### src/rtl/div_unit_16.sv
// Multi-cycle unsigned restoring divider: one quotient bit per clock, registered
// quotient/remainder/div_by_zero presented with a single-cycle done pulse.
module div_unit_16 #(
  parameter int WIDTH = 16
) (
  input  logic             clk,
  input  logic             rst,
  input  logic             start,
  input  logic [WIDTH-1:0] dividend,
  input  logic [WIDTH-1:0] divisor,
  output logic             busy,
  output logic             done,
  output logic [WIDTH-1:0] quotient,
  output logic [WIDTH-1:0] remainder,
  output logic             div_by_zero,
  output logic [1:0]       state_dbg
);

  localparam int CW = $clog2(WIDTH);

  typedef enum logic [1:0] {
    S_IDLE = 2'd0,
    S_RUN  = 2'd1,
    S_DONE = 2'd2
  } state_t;

  state_t           state_q, state_d;
  logic [WIDTH-1:0] dvd_q;    // dividend bits shift out the top, quotient bits shift in
  logic [WIDTH-1:0] dvs_q;
  logic [WIDTH:0]   rem_q;
  logic [CW-1:0]    cnt_q;

  logic             idle_or_done;
  logic             accept;
  logic             zero_div;
  logic [WIDTH:0]   rem_shift;
  logic [WIDTH:0]   trial;
  logic             trial_neg;
  logic [WIDTH-1:0] q_next;
  logic [WIDTH:0]   rem_next;

  // Handshake: start is a request sampled only in IDLE/DONE; no ready is
  // exported, the decoder stalls on busy and ignores start while in RUN.
  assign idle_or_done = (state_q == S_IDLE) || (state_q == S_DONE);
  assign accept       = idle_or_done && start;
  assign zero_div     = (divisor == '0);

  // Restoring step: a borrow into the top bit marks a negative trial.
  assign rem_shift = {rem_q[WIDTH-1:0], dvd_q[WIDTH-1]};
  assign trial     = rem_shift - {1'b0, dvs_q};
  assign trial_neg = trial[WIDTH];
  assign q_next    = {dvd_q[WIDTH-2:0], ~trial_neg};
  assign rem_next  = trial_neg ? rem_shift : trial;

  assign busy      = (state_q == S_RUN);
  assign done      = (state_q == S_DONE);
  assign state_dbg = state_q;

  always_comb begin
    state_d = state_q;
    case (state_q)
      S_IDLE, S_DONE: begin
        if (start) state_d = zero_div ? S_DONE : S_RUN;
        else       state_d = S_IDLE;
      end
      S_RUN: begin
        if (cnt_q == '0) state_d = S_DONE;
      end
      default: state_d = S_IDLE;
    endcase
  end

  always_ff @(posedge clk) begin
    if (rst) begin
      state_q     <= S_IDLE;
      dvd_q       <= '0;
      dvs_q       <= '0;
      rem_q       <= '0;
      cnt_q       <= '0;
      quotient    <= '0;
      remainder   <= '0;
      div_by_zero <= 1'b0;
    end else begin
      state_q <= state_d;
      if (accept && !zero_div) begin
        dvd_q <= dividend;
        dvs_q <= divisor;
        rem_q <= '0;
        cnt_q <= CW'(WIDTH - 1);
      end else if (accept) begin
        quotient    <= '1;
        remainder   <= dividend;
        div_by_zero <= 1'b1;
      end else if (state_q == S_RUN) begin
        dvd_q <= q_next;
        rem_q <= rem_next;
        cnt_q <= cnt_q - 1'b1;
        if (cnt_q == '0) begin
          quotient    <= q_next;
          remainder   <= rem_next[WIDTH-1:0];
          div_by_zero <= 1'b0;
        end
      end
    end
  end

endmodule

### config.mk
export PLATFORM = sky130hd
export DESIGN_NAME = div_unit_16
export DESIGN_NICKNAME = d
export VERILOG_FILES = /design/src/rtl/div_unit_16.sv
export SDC_FILE = /design/constraint.sdc
export NUM_CORES = 1
export LEC_CHECK = 0
export CAP_MARGIN = 20
export CORE_UTILIZATION = 50
export CTS_CLUSTER_SIZE = 28
export DETAILED_ROUTE_END_ITERATION = 8
export GPL_TIMING_DRIVEN = 0
export PLACE_DENSITY = 0.75
export SYNTH_ARGS = -nofsm -noshare
export SYNTH_HDL_FRONTEND = slang
export SYNTH_SLANG_ARGS = --single-unit
export TNS_END_PERCENT = 20
### constraint.sdc
create_clock -name clk -period 3 [get_ports clk]
set_input_delay 0.9 -clock clk [delete_from_list [all_inputs] [get_ports clk]]
set_output_delay 0.9 -clock clk [all_outputs]
set_load 0.01 [all_outputs]
==> summary.txt, run 1 <==
=================================================================================================================
Area Growth Syn to Fin                                                                                     26.01%
Number of buffers added to fix hold violations after cts                                                        0
Post-route setup slack                                                                                 0.03915 ns
Startpoint type of the worst setup path                                                                 input pin
Transition at the pin with the smallest max-transition slack                                            0.8013 ns
Overall Global Routing Usage                                                                               32.33%
Largest voltage drop on the vdd net                                                                   0.0003412 V
Leading area contributor after synthesis                                                             sky130_fd_sc_hd__dfxtp_1
Met3 routing resource usage after global routing                                                           5.177%
Hold Crit Start                                                                                          dvs_q[9]
Clock latency at the later pin of the worst-skew pair                                                     0.36 ns
Instance count of the mapped netlist                                                                          590
Warnings from Yosys                                                                                             0
Pin count of the biggest net entering global routing                                                           18
Initial DRT Pass Iterations                                                                                     5
Data arrival time of the critical path                                                                    3.20 ns
Worst-case headroom to the max-slew limit                                                                  46.38%
Via count of the first global-routing pass                                                                   4763
Highest-delay cell along the critical path                                                           sky130_fd_sc_hd__clkdlybuf4s50_1
Clock skew after layout                                                                                0.01802 ns
Met1 global-route usage                                                                                    43.60%
Dominant register cell in the synthesized netlist                                                    sky130_fd_sc_hd__dfxtp_1
Terminating pin of the worst hold path                                                                   dvs_q[9]
Count of port buffers added during placement                                                                   71
Proportion of synthesized chip area in sequential cells                                                    37.32%
Combined area of the multi-input logic cells                                                         0.002748 sq mm
Post-synthesis area per instance                                                                      7.910 sq um
GR met2 Demand/Resource                                                                                    51.41%
Area fraction of the dominant cell type after synthesis                                                    37.32%
Maximum fanout along the worst path                                                                            10
Ratio of cells with drive above 1 in the final layout                                                      9.238%
Post-synth top cells                                                                                 sky130_fd_sc_hd__dfxtp_1, sky130_fd_sc_hd__a21oi_1, sky130_fd_sc_hd__nand2_1
Final Cycle Share                                                                                          98.70%
Sum Neg Setup Slack                                                                                          0 ns
Worst Hold Margin                                                                                       0.4618 ns
Net count after synthesis                                                                                     643
Initial antenna violation count                                                                                 0
Via count                                                                                                    4920
Per-cell via count in the routed design                                                                     6.228
CTS H-Tree Depth                                                                                                3
Fraction of registers with async set or reset after synthesis                                                  0%
Number of distinct library cells after synthesis                                                               56
Compound-cell area share of the yosys netlist                                                              25.84%
Final Hold Viols                                                                                                0
HPWL after detailed placement                                                                            11.73 mm
Required @ worst endpoint                                                                                 3.24 ns
Number of buffers created by CTS                                                                                9
Logic depth of the worst register-to-register path                                                             12
Core area                                                                                            0.008891 sq mm
Overall die area                                                                                     0.009724 sq mm
Mapped cell area                                                                                     0.004667 sq mm
TritonCTS Sinks                                                                                                87
Arithmetic-cell share of the synthesized area counting full adders, half adders and majority gates         4.987%
IO Pins                                                                                                        72
Final ANT Viol Nets                                                                                             0
Largest stage delay on the critical path                                                                  0.44 ns
Remaining global-route overflow                                                                                 0
CTS tree                                                                                                      yes
Path type of the worst min-delay path                                                                     reg2reg
Share of synthesized area spent on multiplexers                                                            2.574%
Synthesized-area fraction occupied by and/or/nand/nor cells                                                20.83%
Final estimated routing congestion in global placement                                                     0.9055
# nets final                                                                                                  730
Number of max-capacitance violations reported                                                                   0
Global-route wire length before repair                                                                   24.34 mm
Setup-failing EPs final                                                                                         0
Clock-pin slew reported for the worst setup and hold paths after clock tree synthesis                     0.09 ns
Register-to-Register Setup Slack                                                                          0.10 ns
Result of the run                                                                                    complete, no violations
Floorplan row count                                                                                            34
DRC violation count after routing                                                                               0
Number of synthesized flops with an enable pin                                                                  0
Cell count of the worst hold path                                                                               2
Fin. max-slew vios                                                                                              0
Startpoint of the lowest-slack register-to-register path                                                dvd_q[15]
Worst setup path start                                                                                divisor[10]
Clock period minus worst slack                                                                           2.961 ns
Worst setup path category                                                                                  in2reg
Unrepaired setup endpoints after global routing                                                               yes
Max frequency                                                                                           337.7 MHz
CTS Buffer Depth                                                                                                2
Number of register bits inferred by synthesis                                                                  87
Minimum setup slack after placement                                                                    -0.8859 ns
Bufs and invs on worst path                                                                                     3
Starting density of the core                                                                               52.49%
Root buf cell                                                                                        sky130_fd_sc_hd__clkbuf_8
Most used standard cell by instance count after synthesis                                            sky130_fd_sc_hd__dfxtp_1
First-iteration detailed-routing DRC count                                                                    442
Main combinational cell family by area after synthesis                                               compound AO/OA/AOI/OAI gates
Routed Wire Length                                                                                       15.26 mm
Series of cell instances along the critical path                                                     clkdlybuf4s50_1 > nor4_2 > nand4_1 > buf_4 > o21ai_0 > buf_2 > nor2_1 > a211oi_1 > a31oi_1 > o41ai_1
Largest cells by area after synthesis                                                                sky130_fd_sc_hd__dfxtp_1, sky130_fd_sc_hd__a21oi_1, sky130_fd_sc_hd__nand2_1
Die Ht                                                                                                   98.61 um
Cell Pwr Density                                                                                     579.1 mW/mm^2
Reported leakage power                                                                                   2.177 nW
Xor and xnor fraction of the mapped netlist area                                                           2.627%
Worst Setup End Kind                                                                                    flip-flop
Endpoint of the worst-slack reg-to-reg timing path                                                   remainder[2]
Global routing's busiest layer                                                                               met2
Detail-routed net length per standard cell                                                               19.32 um
Final antenna diode count                                                                                       0
Seq. cell area                                                                                       0.001744 sq mm
Kind of cell adding the most delay to the critical path                                              buffers and inverters
Die X-Extent                                                                                             98.61 um
Fill cells                                                                                                    780
=================================================================================================================
[flip-flops by register name, summed over array words and instances, names as in the netlist]
register     cells
quotient        16
rem_q           16
cnt_q            4
div_by_zero      1
remainder       16
dvd_q           16
state_dbg        2
dvs_q           16
[final cells by class]
type                            count  area share (%)
Inverter                           27           1.809
Buffer                             37           3.468
Clock buffer                       10           2.170
Multi-Input combinational cell    437           46.72
Tap cell                          108           2.298
Clock inverter                      6          0.8936
Sequential cell                    87           29.66
Timing Repair Buffer               78           12.98
[metal layers]
metal	share of wire [%]	vias to the layer above
li1	-	2298
met1	43	2334
met2	46	250
met3	8.0	38
met4	3.2	0
met5	0	-
[through the flow]
step                cell area (sq um)  total power (W)  cells  utilization (%)
finish                           5881         0.003406    790            66.14
global route                     5881         0.003570    790            66.14
CTS                              5757         0.003291    785            64.75
detailed placement               5513         0.002507    769            62.00
global placement                 5513         0.002488    769            62.00
floorplan                        4667         0.002122    590                -
[layout by cell type, fill, tap and decap left out, types with 4 or more instances in the layout]
cell	netlist	layout
sky130_fd_sc_hd__nor2b_1	7	7
sky130_fd_sc_hd__nand2_1	70	70
sky130_fd_sc_hd__nand2b_1	5	4
sky130_fd_sc_hd__clkbuf_8	0	10
sky130_fd_sc_hd__inv_1	26	26
sky130_fd_sc_hd__o21ai_0	30	30
sky130_fd_sc_hd__nand3_1	9	9
sky130_fd_sc_hd__nor4_1	7	5
sky130_fd_sc_hd__xnor2_1	10	10
sky130_fd_sc_hd__dfxtp_1	87	85
sky130_fd_sc_hd__clkbuf_1	30	23
sky130_fd_sc_hd__a31oi_1	5	4
sky130_fd_sc_hd__nor2_1	43	40
sky130_fd_sc_hd__clkdlybuf4s50_1	0	71
sky130_fd_sc_hd__a21oi_1	77	76
sky130_fd_sc_hd__mux2i_1	12	8
sky130_fd_sc_hd__or3_1	12	12
sky130_fd_sc_hd__a22oi_1	17	17
sky130_fd_sc_hd__a211oi_1	17	17
sky130_fd_sc_hd__buf_4	1	9
sky130_fd_sc_hd__buf_2	4	4
sky130_fd_sc_hd__nor3_1	37	37
sky130_fd_sc_hd__nand4_1	4	4
sky130_fd_sc_hd__xor2_1	4	4
sky130_fd_sc_hd__ha_1	17	17
sky130_fd_sc_hd__a21o_1	10	10
[what timing repair did]
action / 4_1_cts / 5_1_grt
endpoints found under the setup margin: 46 / 53
pin swaps: 1 / 5
buffers inserted: 1 / 6
cloned: 0 / 0
resized for setup: 18 / 23
[cell families (layout without fill, tap and decap cells)]
family	count (synthesis)	count (layout)
fa+ha+maj	18	18
xor+xnor	14	14
simple gates	208	208
compound gates	185	185
buf+inv	66	158
mux	12	12
flops	87	87
[power by group]
part	internal [W]	total (W)	switching, W
Clock	0.000316	0.000784	0.000467
Combinational	0.000561	0.00131	0.000748
Sequential	0.00124	0.00131	0.0000687
Total	0.00212	0.00341	0.00128
[worst max-delay path by stage]
stage,endpoint,slack (ns),depth (start not counted)
finish,remainder[4],0.04,10
global route,remainder[7],-0.01,10
CTS,remainder[10],-0.02,12
detailed placement,rem_q[3],-0.89,9
global placement,rem_q[10],-0.83,9
floorplan,remainder[10],0.43,12
[tightest hold or removal path: stages, from the launching register on]
cell and delay, ns:
sky130_fd_sc_hd__dfxtp_1 0.32, sky130_fd_sc_hd__nand2_1 0.05, sky130_fd_sc_hd__a21oi_1 0.05
Power figures use the tool's default switching activity.
==> run 2: changes to the inputs <==
- SKIP_LAST_GASP: not set -> 1
==> summary.txt, run 2 (synthesis results as in run 1) <==
====================================================================================================
Minimum setup slack after placement                                                       -0.8859 ns
Fin. max-slew vios                                                                                 0
Area Growth Syn to Fin                                                                        25.74%
Final antenna diode count                                                                          0
CTS H-Tree Depth                                                                                   3
Starting density of the core                                                                  52.49%
HPWL after detailed placement                                                               11.73 mm
Final Cycle Share                                                                             101.0%
Transition at the pin with the smallest max-transition slack                               0.8078 ns
Worst Setup End Kind                                                                       flip-flop
Area after DPL                                                                          0.005513 sq mm
Fill cells                                                                                       777
Per-cell via count in the routed design                                                        6.213
End-of-flow core utilization                                                                  66.00%
IO Pins                                                                                           72
Routed Wire Length                                                                          15.43 mm
Clock-pin slew reported for the worst setup and hold paths after clock tree synthesis        0.10 ns
Gate power share                                                                               38.2%
Unrepaired setup endpoints after global routing                                                  yes
Cell count of the worst hold path                                                                  2
# nets final                                                                                     730
Startpoint type of the worst setup path                                                    input pin
Highest-count cells in the layout ignoring fill and taps                                sky130_fd_sc_hd__dfxtp_1, sky130_fd_sc_hd__a21oi_1, sky130_fd_sc_hd__nand2_1, sky130_fd_sc_hd__clkdlybuf4s50_1, sky130_fd_sc_hd__nor2_1
Max frequency                                                                              329.9 MHz
Number of max-capacitance violations reported                                                      0
Overall die area                                                                        0.009724 sq mm
Die Ht                                                                                      98.61 um
Remaining global-route overflow                                                                    0
Largest voltage drop on the vdd net                                                      0.0003408 V
Worst-case headroom to the max-slew limit                                                     45.95%
Startpoint of the lowest-slack register-to-register path                                   dvd_q[15]
Path type of the worst min-delay path                                                        reg2reg
Endpoint of the worst-slack reg-to-reg timing path                                      remainder[2]
Die X-Extent                                                                                98.61 um
Detail-routed net length per standard cell                                                  19.53 um
Final Hold Viols                                                                                   0
Final estimated routing congestion in global placement                                        0.9055
Via count of the first global-routing pass                                                      4771
Root buf cell                                                                           sky130_fd_sc_hd__clkbuf_8
Int Pwr                                                                                   0.002114 W
Result of the run                                                                       complete, but fails checks
Clock skew after layout                                                                   0.01698 ns
Pin count of the biggest net entering global routing                                              18
Clock period minus worst slack                                                              3.031 ns
Violated checks                                                                         negative setup slack
Overall power consumption                                                                 0.003402 W
Hold Crit Start                                                                             dvs_q[8]
Required @ worst endpoint                                                                    3.26 ns
Data arrival time of the critical path                                                       3.29 ns
TritonCTS Sinks                                                                                   87
First-iteration detailed-routing DRC count                                                       448
Initial DRT Pass Iterations                                                                        8
Maximum fanout along the worst path                                                               10
Post-route setup slack                                                                   -0.03127 ns
Cell Pwr Density                                                                        579.7 mW/mm^2
Reported leakage power                                                                      2.187 nW
Register-to-Register Setup Slack                                                             0.07 ns
Count of port buffers added during placement                                                      71
DRC violation count after routing                                                                  0
Clock latency at the later pin of the worst-skew pair                                        0.37 ns
Overall Global Routing Usage                                                                  32.32%
Final instance area                                                                     0.005868 sq mm
Logic depth of the worst register-to-register path                                                12
Clock power share                                                                              23.2%
Worst setup path category                                                                     in2reg
Via count                                                                                       4908
Terminating pin of the worst hold path                                                      dvs_q[8]
Setup-failing EPs final                                                                            1
Ratio of cells with drive above 1 in the final layout                                         8.944%
Most frequent standard cell in the layout excluding fill and tap cells                  sky130_fd_sc_hd__dfxtp_1
CTS Buffer Depth                                                                                   2
Switching power of the nets                                                               0.001288 W
Net switching share of the total power                                                        37.86%
Initial antenna violation count                                                                    0
Floorplan row count                                                                               34
Core area                                                                               0.008891 sq mm
Sequential share of power                                                                      38.6%
Number of buffers created by CTS                                                                   9
CTS tree                                                                                         yes
Final ANT Viol Nets                                                                                0
Global-route wire length before repair                                                      24.31 mm
====================================================================================================
run 2: cell types whose count changed in the layout (fill, tap and decap cells not counted), sizes merged:
cell / previous run / this run
clkdlybuf4s50: 71 / 70
dlymetal6s2s: 0 / 1
clkbuf: 36 / 38
buf: 18 / 16
run 2: timing repair:
item / 4_1_cts / 5_1_grt
hold buffers: 0 / 0
gates resized for setup: 16 / 23
pin swaps: 1 / 6
setup buffers: 1 / 6
setup endpoints to repair: 46 / 53
run 2: worst max-delay path, cell delays in order:
cell	delay [ns]
sky130_fd_sc_hd__clkdlybuf4s50_1	0.45
sky130_fd_sc_hd__nor4_2	0.37
sky130_fd_sc_hd__nand4_1	0.14
sky130_fd_sc_hd__buf_4	0.18
sky130_fd_sc_hd__o21ai_0	0.33
sky130_fd_sc_hd__clkbuf_2	0.33
sky130_fd_sc_hd__nor2_1	0.09
sky130_fd_sc_hd__a211oi_1	0.33
sky130_fd_sc_hd__a31oi_1	0.08
sky130_fd_sc_hd__o41ai_1	0.08
run 2: cell type report:
| class | instances | area (sq um) | share of cell area (%) |
|---|---|---|---|
| flip-flops and latches | 87 | 1744 | 29.72 |
| multi-input cells | 437 | 2736 | 46.63 |
| repair buffers | 78 | 765.7 | 13.05 |
| clock buffers | 10 | 127.6 | 2.175 |
| clock inverters | 6 | 52.55 | 0.8955 |
| inverters | 27 | 106.4 | 1.812 |
| well taps | 108 | 135.1 | 2.303 |
| plain buffers | 37 | 200.2 | 3.412 |
run 2: power groups by stage:
stage	logic [W]	registers (W)	clock network, W
3_5_place_dp	0.00117	0.00133	0
5_1_grt	0.00140	0.00132	0.000840
2_1_floorplan	0.000790	0.00133	0
6_report	0.00130	0.00131	0.000790
4_1_cts	0.00119	0.00131	0.000788
3_3_place_gp	0.00116	0.00133	0
run 2: worst max-delay path by stage:
stage	startpoint	to	slack, ns
5_1_grt	divisor[10]	remainder[3]	-0.10
3_3_place_gp	divisor[10]	rem_q[10]	-0.83
2_1_floorplan	dvd_q[15]	remainder[10]	0.43
4_1_cts	state_dbg[1]	busy	-0.08
6_report	divisor[10]	remainder[3]	-0.03
3_5_place_dp	divisor[10]	rem_q[3]	-0.89
run 2: routing by layer:
layer | routed length (um) | global-route usage [%] | share of wire, % | vias up
met5 | 0 | 0 | 0 | -
met4 | 549 | 14.35 | 3.6 | 0
met3 | 1319 | 5.248 | 8.6 | 44
met2 | 7018 | 51.57 | 45 | 250
met1 | 6538 | 43.24 | 42 | 2323
li1 | - | - | - | 2291
run 2: metrics by stage:
step                hold slack [ns]  setup TNS, ns  std cells
finish                       0.4595       -0.03127        790
global route                 0.4917        -0.4422        790
CTS                          0.4596        -0.1233        785
detailed placement           0.4473         -36.04        769
global placement             0.4446         -32.71        769
floorplan                    0.4363              0        590
